==> src/rtl/synth_pkg.sv <==
// Shared constants and the sine lookup for the tone synthesiser.
//   DIV_W_DEF  : default frame-divider width (frame = 2**DIV_W clk cycles)
//   WORD_W     : serial word width sent to the DAC
//   MSB_SLOT / LSB_SLOT : sck slots (within a half-frame) carrying word bits
//   LATCH_DIV  : divider value at which the TX word is captured
//   sine_q()   : 8-bit unsigned sine, 256 points folded from a 64-entry quarter wave
package synth_pkg;

    localparam int         DIV_W_DEF = 10;
    localparam int         WORD_W    = 24;
    localparam int         MSB_SLOT  = 1;
    localparam int         LSB_SLOT  = 24;
    localparam int         LATCH_DIV = 15;
    localparam logic [7:0] MIDSCALE  = 8'd128;

    // round(127.5 + 127.5*sin(2*pi*i/256)) for i = 0..63
    localparam logic [0:63][7:0] SINE_LUT = {
        8'd128, 8'd131, 8'd134, 8'd137, 8'd140, 8'd143, 8'd146, 8'd149,
        8'd152, 8'd155, 8'd158, 8'd162, 8'd165, 8'd167, 8'd170, 8'd173,
        8'd176, 8'd179, 8'd182, 8'd185, 8'd188, 8'd190, 8'd193, 8'd196,
        8'd198, 8'd201, 8'd203, 8'd206, 8'd208, 8'd211, 8'd213, 8'd215,
        8'd218, 8'd220, 8'd222, 8'd224, 8'd226, 8'd228, 8'd230, 8'd232,
        8'd234, 8'd235, 8'd237, 8'd238, 8'd240, 8'd241, 8'd243, 8'd244,
        8'd245, 8'd246, 8'd248, 8'd249, 8'd250, 8'd250, 8'd251, 8'd252,
        8'd253, 8'd253, 8'd254, 8'd254, 8'd254, 8'd255, 8'd255, 8'd255
    };

    // Quarter-wave lookup over 0..64 inclusive; the peak (64) sits one past
    // the end of the table, so it is supplied directly.
    function automatic logic [7:0] quarter_wave(input logic [6:0] j);
        if (j[6]) return 8'd255;
        return SINE_LUT[j[5:0]];
    endfunction

    // Second and fourth quadrants mirror the index; the lower half-wave is
    // 255 minus the upper one. Phase 128 is the exception: 127.5 rounds up to
    // 128 on both halves, so it cannot come from the 255-x reflection.
    function automatic logic [7:0] sine_q(input logic [7:0] p);
        logic [6:0] fwd;
        logic [6:0] rev;
        logic [7:0] v;
        fwd = {1'b0, p[5:0]};
        rev = 7'd64 - fwd;
        case (p[7:6])
            2'd0:    v = quarter_wave(fwd);
            2'd1:    v = quarter_wave(rev);
            2'd2:    v = (p[5:0] == 6'd0) ? MIDSCALE : 8'd255 - quarter_wave(fwd);
            default: v = 8'd255 - quarter_wave(rev);
        endcase
        return v;
    endfunction

endpackage

==> src/rtl/synth_i2s_tx.sv <==
// I2S transmitter: derives MCLK/SCK/LRCK from the frame divider, latches the
// 24-bit sample word once per frame and shifts it out MSB-first, one sck
// after each lrck edge, the same word in both halves.
//   clk   in  system clock
//   rst   in  asynchronous reset, active-low
//   div   in  free-running frame divider
//   word  in  24-bit two's-complement sample, MSB-justified
//   mclk  out div[1]
//   sck   out div[3]
//   lrck  out div[DIV_W-1] (0 = left, 1 = right)
//   sdout out registered serial data, changes as sck falls
module i2s_tx
    import synth_pkg::*;
#(
    parameter int DIV_W = DIV_W_DEF
) (
    input  logic              clk,
    input  logic              rst,
    input  logic [DIV_W-1:0]  div,
    input  logic [WORD_W-1:0] word,
    output logic              mclk,
    output logic              sck,
    output logic              lrck,
    output logic              sdout
);

    localparam int SLOT_W = DIV_W - 5;

    logic [WORD_W-1:0] w_q, w_d;
    logic              sdout_q, sdout_d;
    logic [DIV_W-1:0]  div_nx;
    logic [SLOT_W-1:0] slot_nx;
    logic [4:0]        bit_idx;

    assign mclk  = div[1];
    assign sck   = div[3];
    assign lrck  = div[DIV_W-1];
    assign sdout = sdout_q;

    // sdout is computed from the value div takes after this edge, so the
    // register updates on the same edge that drops sck.
    assign div_nx  = div + DIV_W'(1);
    assign slot_nx = div_nx[DIV_W-2:4];
    assign bit_idx = 5'(LSB_SLOT) - 5'(slot_nx);

    always_comb begin
        w_d = w_q;
        if (div == DIV_W'(LATCH_DIV)) w_d = word;

        sdout_d = sdout_q;
        if (div_nx[3:0] == 4'd0) begin
            sdout_d = 1'b0;
            // The left MSB goes out on the latch edge itself, so read the
            // word being loaded rather than the stale register.
            if (slot_nx >= SLOT_W'(MSB_SLOT) && slot_nx <= SLOT_W'(LSB_SLOT))
                sdout_d = w_d[bit_idx];
        end
    end

    always_ff @(posedge clk or negedge rst) begin
        if (!rst) begin
            w_q     <= '0;
            sdout_q <= 1'b0;
        end else begin
            w_q     <= w_d;
            sdout_q <= sdout_d;
        end
    end

endmodule

==> src/rtl/synth_top.sv <==
// Tone synthesiser top: phase accumulator stepped once per audio frame, sine
// lookup into a registered 8-bit sample, and an I2S stream to the DAC.
//   rst   in  asynchronous reset, active-low
//   clk   in  100 MHz system clock
//   led   out mirror of s
//   mclk  out DAC master clock, clk/4
//   lrck  out word select, clk/1024
//   sck   out serial bit clock, clk/16
//   sdout out I2S serial data
//   phase out phase accumulator
//   s     out current unsigned sample (128 = midscale)
module synth_top
    import synth_pkg::*;
#(
    parameter logic [7:0] PHASE_STEP = 8'd5,
    parameter int         DIV_W      = DIV_W_DEF
) (
    input  logic       rst,
    input  logic       clk,
    output logic [7:0] led,
    output logic       mclk,
    output logic       lrck,
    output logic       sck,
    output logic       sdout,
    output logic [7:0] phase,
    output logic [7:0] s
);

    logic [DIV_W-1:0]  div_q, div_d;
    logic [7:0]        phase_q, phase_d;
    logic [7:0]        s_q, s_d;
    logic [WORD_W-1:0] word;

    always_comb begin
        div_d   = div_q + DIV_W'(1);
        phase_d = phase_q;
        // Step on the last cycle of the frame so phase is flat for a whole frame.
        if (&div_q) phase_d = phase_q + PHASE_STEP;
        s_d = sine_q(phase_q);
    end

    always_ff @(posedge clk or negedge rst) begin
        if (!rst) begin
            div_q   <= '0;
            phase_q <= '0;
            s_q     <= MIDSCALE;
        end else begin
            div_q   <= div_d;
            phase_q <= phase_d;
            s_q     <= s_d;
        end
    end

    // Offset binary to two's complement: flip the MSB, left-justify in 24 bits.
    assign word = {~s_q[7], s_q[6:0], 16'h0000};

    i2s_tx #(
        .DIV_W (DIV_W)
    ) u_i2s_tx (
        .clk   (clk),
        .rst   (rst),
        .div   (div_q),
        .word  (word),
        .mclk  (mclk),
        .sck   (sck),
        .lrck  (lrck),
        .sdout (sdout)
    );

    assign phase = phase_q;
    assign s     = s_q;
    assign led   = s_q;

endmodule

==> config.mk <==
export PLATFORM = sky130hd
export DESIGN_NAME = synth_top
export DESIGN_NICKNAME = d
export VERILOG_FILES = /design/src/rtl/synth_pkg.sv /design/src/rtl/synth_i2s_tx.sv /design/src/rtl/synth_top.sv
export SDC_FILE = /design/constraint.sdc
export NUM_CORES = 1
export LEC_CHECK = 0
export CORE_ASPECT_RATIO = 0.8
export CORE_MARGIN = 2
export CORE_UTILIZATION = 36
export CTS_BUF_LIST = sky130_fd_sc_hd__clkbuf_8 sky130_fd_sc_hd__clkbuf_16
export CTS_CLUSTER_SIZE = 24
export DETAILED_ROUTE_END_ITERATION = 8
export PLACE_DENSITY = 0.58
export SLEW_MARGIN = 10
export SYNTH_ARGS = -nofsm -noshare
export SYNTH_HDL_FRONTEND = slang
export SYNTH_SLANG_ARGS = --single-unit
==> constraint.sdc <==
create_clock -name clk -period 7.05 [get_ports clk]
set_clock_uncertainty 0.1 [all_clocks]
set_input_delay 2.115 -clock clk [delete_from_list [all_inputs] [get_ports clk]]
set_output_delay 2.115 -clock clk [all_outputs]
set_load 0.01 [all_outputs]
# Yosys cells after proc, flatten, opt, wreduce, memory -nomap -nowiden
# Memory sizes are Yosys's and may differ from the RTL's.
# Cells that the tools add are included.
# word_totals
romBits	1024
input_bits	2
n_memories	2
output_inout_bits	28
register_bits	51
wordCells	47
# classes
muxes	17
eq_ne	3
n_bitwise	3
magnitude_cmp	5
n_addsub	6
n_reduce_logical	6
# memory_table
memory	depth	width	rd	rd_ports_with_merged_regs	write_ports	line_no	text
(name not given)	64	8	1	0	0	synth_pkg.sv:32	return SINE_LUT[j[5:0]];
(name not given)	64	8	1	0	0	synth_pkg.sv:32	
# op_table
op	n
8-bit 2-to-1 mux	9
24-bit 2-to-1 mux	1
8-bit one-hot mux with 3 select lines	1
8-bit subtractor, first input constant	2
7-bit >= comparator, second input constant	2
6-bit inverter with 7-bit output	2
10-bit by 1-bit adder with 10-bit output, second input constant	1
10-bit by 4-bit == test with 1-bit output, second input constant	1
10-bit AND reduction	1
8-bit by 3-bit adder with 8-bit output, second input constant	1
7-bit by 6-bit subtractor with 7-bit output, first input constant	1
6-bit logical NOT	1
5-bit by 6-bit less-than comparator with 1-bit output, second input constant	1
1-bit binary-select mux with 5-bit select	1
5-bit by 1-bit >= comparator with 1-bit output, second input constant	1
5-bit <= comparator, second input constant	1
1-bit 2-to-1 mux	5
5-bit subtractor, first input constant	1
4-bit logical NOT	1
3-bit OR reduction	1
2-bit by 1-bit == test with 1-bit output, second input constant	1
2-bit == test, second input constant	1
2-bit logical NOT	1
1-bit logical AND	1
1-bit inverter	1

# Depth between registers and ports, before layout
# depth
depth_word	9
mapped_depth	14
depth_no_buf	11

# Cells and area by module
# From an unflattened synthesis, not the netlist that was laid out.
# unflattened
cells_unflattened	566
area_unflattened_um2	4724.5
# modules_own_cells
mod	instances	seq_area_each_um2	area_each_um2	cells_each
synth_top	1	651.9	2860.2	373
i2s_tx	1	625.6	1864.3	193

# Worst setup path after synthesis
# Ideal clock, no wire load.
# synth_path
path_kind	reg-to-reg
start	register div_q[1]
end	register u_i2s_tx.sdout_q (netlist: u_i2s_tx.sdout)
setup_ns	0.099
slack_ns	3.777
n_path_buf	0
synth_period_minus_slack_ns	3.273
stages_incl_launch_ff	12
arrival_ns	3.074
cell_sequence	dfrtp_1 -> ha_1 -> nand3_1 -> xnor2_1 -> inv_1 -> ha_1 -> xor2_1 -> xnor2_1 -> mux2i_1 -> mux4_2 -> nand2b_1 -> a311oi_1
# synth_between
elab_chain_len	5
elab_cells_between_ends	11
# synth_rtl
item	line_no	text
from (decl)	synth_top.sv:29	logic [DIV_W-1:0] div_q, div_d;
from (signal assigned)	synth_top.sv:48	div_q <= div_d;
10-bit by 1-bit adder with 10-bit output (*)	synth_i2s_tx.sv:42	assign div_nx = div + DIV_W'(1);
via div_d[4]	synth_top.sv:29	
5-bit subtractor	synth_i2s_tx.sv:44	assign bit_idx = 5'(LSB_SLOT) - 5'(slot_nx);
1-bit binary-select mux with 5-bit select	synth_i2s_tx.sv:56	sdout_d = w_d[bit_idx];
1-bit 2-to-1 mux (not written as such)	synth_i2s_tx.sv:56	
1-bit 2-to-1 mux (*)	synth_i2s_tx.sv:55	if (slot_nx >= SLOT_W'(MSB_SLOT) && slot_nx <= SLOT_W'(LSB_SLOT))
to (signal assigned)	synth_i2s_tx.sv:66	sdout_q <= sdout_d;
to (decl)	synth_i2s_tx.sv:30	logic sdout_q, sdout_d;
# The timed path passes the listed nets; every way through them passes the cells marked *. The select of a mux whose other input is x is not followed.
# A chain may end at the register's enable or synchronous reset.

# Worst setup path after layout
# layout_path
start	register phase_q[1] (netlist: phase[1])
end	output port phase[1]
# layout_lines
item	line_no	text
from (decl)	synth_top.sv:30	logic [7:0] phase_q, phase_d;
from (signal assigned)	synth_top.sv:49	phase_q <= phase_d;
to (decl)	synth_top.sv:25	output logic [7:0] phase,
# No word-level cell between the ends.

==> impl_metrics.toml <==
[status]
outcome = "completed"

[sta]
setup_slack_ns = 3.03
period_utilization = 0.570
rsz_0062_raised_after_global_routing = "false"
hold_fails_final_rpt = 0
report.final.setup_viol = 0
max_clk_rate_mhz = 249
max-slew-margin-rel = 0.349
whs_ns = 0.375
finalCriticalPeriod_ns = 4.02
timing.final.max_slew_violations = 0
worst_pin_slew_ns = 0.969
final.setup.tns_ns = 0

[worst_setup_path]
crit_path_max_incr_delay_ns = 0.81
startpoint_type = "flop"
critical_path_buf_inv_count = 1
cp_endpoint_kind = "primary output"
path_cells = "clkdlybuf4s50_1"
path_class = "reg2out"
cp_data_required_time_ns = 4.84
critical_path_arrival_ns = 1.81
critical_path.max_fanout = 23
path_delay_family = "flip-flops"
crit_path_top_delay_cell = "dfrtp_1"

[floorplan]
placement_rows = 34
pin_count = 30
die_width_um = 121
start_util = 0.366
die_height_um = 97.8
die_area_sq_mm = 0.0119
core_region_area_sq_mm = 0.0108

[yosys]
mappedNetlistArea_sq_mm = 0.00396
synthDominantCellAreaShare = 0.316
synth.area.top_cells = "dfrtp_1 (32%), nand2_1 (4.5%), ha_1 (4.4%)"
synth_xor_xnor_area_share = 0.0442
number_of_synthesis_warnings = 0
synth.avg_cell_area_sq_um = 8.35
netlist-cell-type-count = 61
synth_seq_area_share = 0.323
synth_fp_nets = 490
synth_enable_flop_cells = 0
synth_flop_cell = "dfrtp_1"
flop_and_latch_count_out_of_synthesis = 51
simple_gate_share_of_the_synthesized_area = 0.192
synth_compound_area_frac = 0.259
synth_top_cell_by_area = "dfrtp_1"
synthesis.instances = 474
synth-async-reset-ratio = 1.00
synth_top_family_by_area = "compound AO/OA/AOI/OAI gates"
synthMuxAreaShare = 0.0616
yosys.area_share.adder = 0.0442

[grt]
grt_use_total = 0.179
grt_pass1_vias = 3254
first_pass_grt_wire_length_mm = 17.2
grt_antenna_before_repair = 0
grt_start_max_net_pins = 52
grt-ovfl-total = 0

[route]
firstDrtPassIters = 4
remaining_drc_errors = 0
detailedRoute.firstIterationViolations = 354
drt_wl_total_mm = 10.1
vias_per_cell = 5.71
routedWlPerCell_um = 16.5
route.antenna.remaining_nets = 0
via_count = 3493

[place]
gp_congestion = 0.873
dpl_worst_slack_ns = 3.21
placedInstanceArea_sq_mm = 0.00423
port_buffers = 29
dpl.hpwl_mm = 6.93
post-place-cells = 604

[clock_network]
ctsHtreeMaxLevel = 2
worst_skew_pair.late_latency_ns = 0.29
cts.root.buffer_cell = "clkbuf_16"
cts_hold_repair.buffers = 0
cts_tree = "done"
clock_sinks = 51
post_cts.repair.setup_buffers = 0
cts-buffers-inserted = 5
clk_path_buf_depth = 2
ctsResizeCount = 0
clk_transition_reported_paths_ns = 0.07

[power_and_ir_drop]
leakagePower_uw = 0.00182
cellPowerDensity_mw_per_mm2 = 133
worst_ir_drop_vdd_mv = 0.0841

[worst_hold_path]
timing.hold.worst.class = "reg2reg"

[final_layout]
finish.net_count = 483
antenna_cells_inserted = 0
final_design_area_no_fill_sq_mm = 0.00440
layoutNonFillerInstCount = 612
syn_to_final_growth_pct = 11.2
post_route_cells_drive_above_1_share = 0.0726

[run]
timing.max_cap.violations = 0
flip-flops by register name, indices dropped and copies added, names as in the netlist:
signal and count:
u_i2s_tx.w_q 24, phase 8, div_q 10, led 8, u_i2s_tx.sdout 1
final timing paths:
check,startpoint,endpoint,slack (ns),depth (start not counted)
setup reg to reg,div_q[1]$_DFF_PN0_,u_i2s_tx.sdout$_DFFE_PN0N_,3.20,12
min in group asynchronous,rst,u_i2s_tx.w_q[15]$_DFF_PN0_,1.84,2
max in group asynchronous,rst,phase[3]$_DFFE_PN0P_,4.57,2
hold reg to reg,u_i2s_tx.w_q[17]$_DFF_PN0_,u_i2s_tx.w_q[17]$_DFF_PN0_,0.38,2
setup / recovery,phase[1]$_DFFE_PN0P_,phase[1],3.03,1
hold / removal,u_i2s_tx.w_q[17]$_DFF_PN0_,u_i2s_tx.w_q[17]$_DFF_PN0_,0.38,2
Yosys cell counts, types with 3 or more instances:
cell / instances
a211oi_1: 8
or4_1: 3
nor2_1: 25
or3_1: 5
buf_6: 3
o2111ai_1: 3
buf_4: 8
a2111oi_0: 5
o21a_1: 3
xnor2_1: 14
a32oi_1: 9
a21oi_1: 33
nand2b_1: 3
nor2b_1: 6
nand3_1: 13
clkbuf_1: 33
mux2_2: 7
o31ai_1: 5
or2_2: 6
and2_1: 19
inv_1: 18
a211o_1: 5
a311oi_1: 5
o31a_1: 4
o211ai_1: 13
ha_1: 14
buf_1: 3
a31oi_1: 4
o21ai_0: 31
xor2_1: 6
and3_1: 7
mux2i_1: 12
nand2_1: 47
nor3_1: 9
dfrtp_1: 50
stage by stage:
stage                util  total power, uW
global placement    0.391              305
CTS                 0.407              594
global route        0.407              606
finish              0.407              586
detailed placement  0.391              305
floorplan               -              298
routing by layer:
layer	wire length (um)	share of wire	global-route usage
met2	4180	0.41	0.245
met5	0	0	0
met1	5280	0.52	0.291
met4	0	0	0.0248
met3	642	0.064	0.0374
cells in the final DEF (no fill, tap or decap), types with 4 or more instances in the layout:
| cell | instances |
|---|---|
| or2_2 | 6 |
| ha_1 | 14 |
| a2111oi_0 | 5 |
| a32oi_1 | 9 |
| o21ai_0 | 31 |
| nor2_1 | 25 |
| clkbuf_16 | 5 |
| xnor2_1 | 14 |
| dfrtp_1 | 50 |
| mux2i_1 | 12 |
| nand3_1 | 13 |
| inv_1 | 18 |
| a211o_1 | 5 |
| a21oi_1 | 33 |
| or3_1 | 5 |
| xor2_1 | 6 |
| nand2_1 | 47 |
| mux2_2 | 7 |
| and3_1 | 7 |
| o31ai_1 | 5 |
| nor2b_1 | 6 |
| and2_1 | 19 |
| a31oi_1 | 4 |
| a211oi_1 | 8 |
| o211ai_1 | 13 |
| nor3_1 | 9 |
| buf_4 | 4 |
| o31a_1 | 4 |
| a311oi_1 | 5 |
| clkdlybuf4s50_1 | 28 |
final cells by class:
type                            count  area (sq um)
Multi-Input combinational cell    356          2380
Fill cell                        1100          6400
Timing Repair Buffer               33           315
Tap cell                          144           180
Inverter                           20          75.1
Clock buffer                        6           139
Clock inverter                      2          38.8
Sequential cell                    51          1280
power by group:
group / switching (uW) / leakage (uW) / internal (uW) / total (uW)
clock: 109 / 0.0000875 / 179 / 288
combinational: 5.68 / 0.00104 / 0.555 / 6.24
sequential: 0 / 0.000695 / 292 / 292
total: 115 / 0.00182 / 472 / 586
cells by family after synthesis:
group / count (synthesis)
xor gates and xnor gates: 20
DFF: 51
AOI/OAI and AO/OA: 150
and+or+nand+nor: 151
muxes: 21
adders and majority gates: 14
buffers and inverters: 67
worst reg2reg max path: cells and delay by family (launching register included):
| family | cells | cell delay, ns |
|---|---|---|
| flops | 1 | 0.44 |
| mux | 2 | 0.68 |
| fa+ha+maj | 2 | 0.55 |
| buf+inv | 2 | 0.35 |
| compound gates | 1 | 0.21 |
| xor+xnor | 3 | 1.17 |
| simple gates | 2 | 0.25 |
No activity file was read; power rests on OpenSTA's default activity.
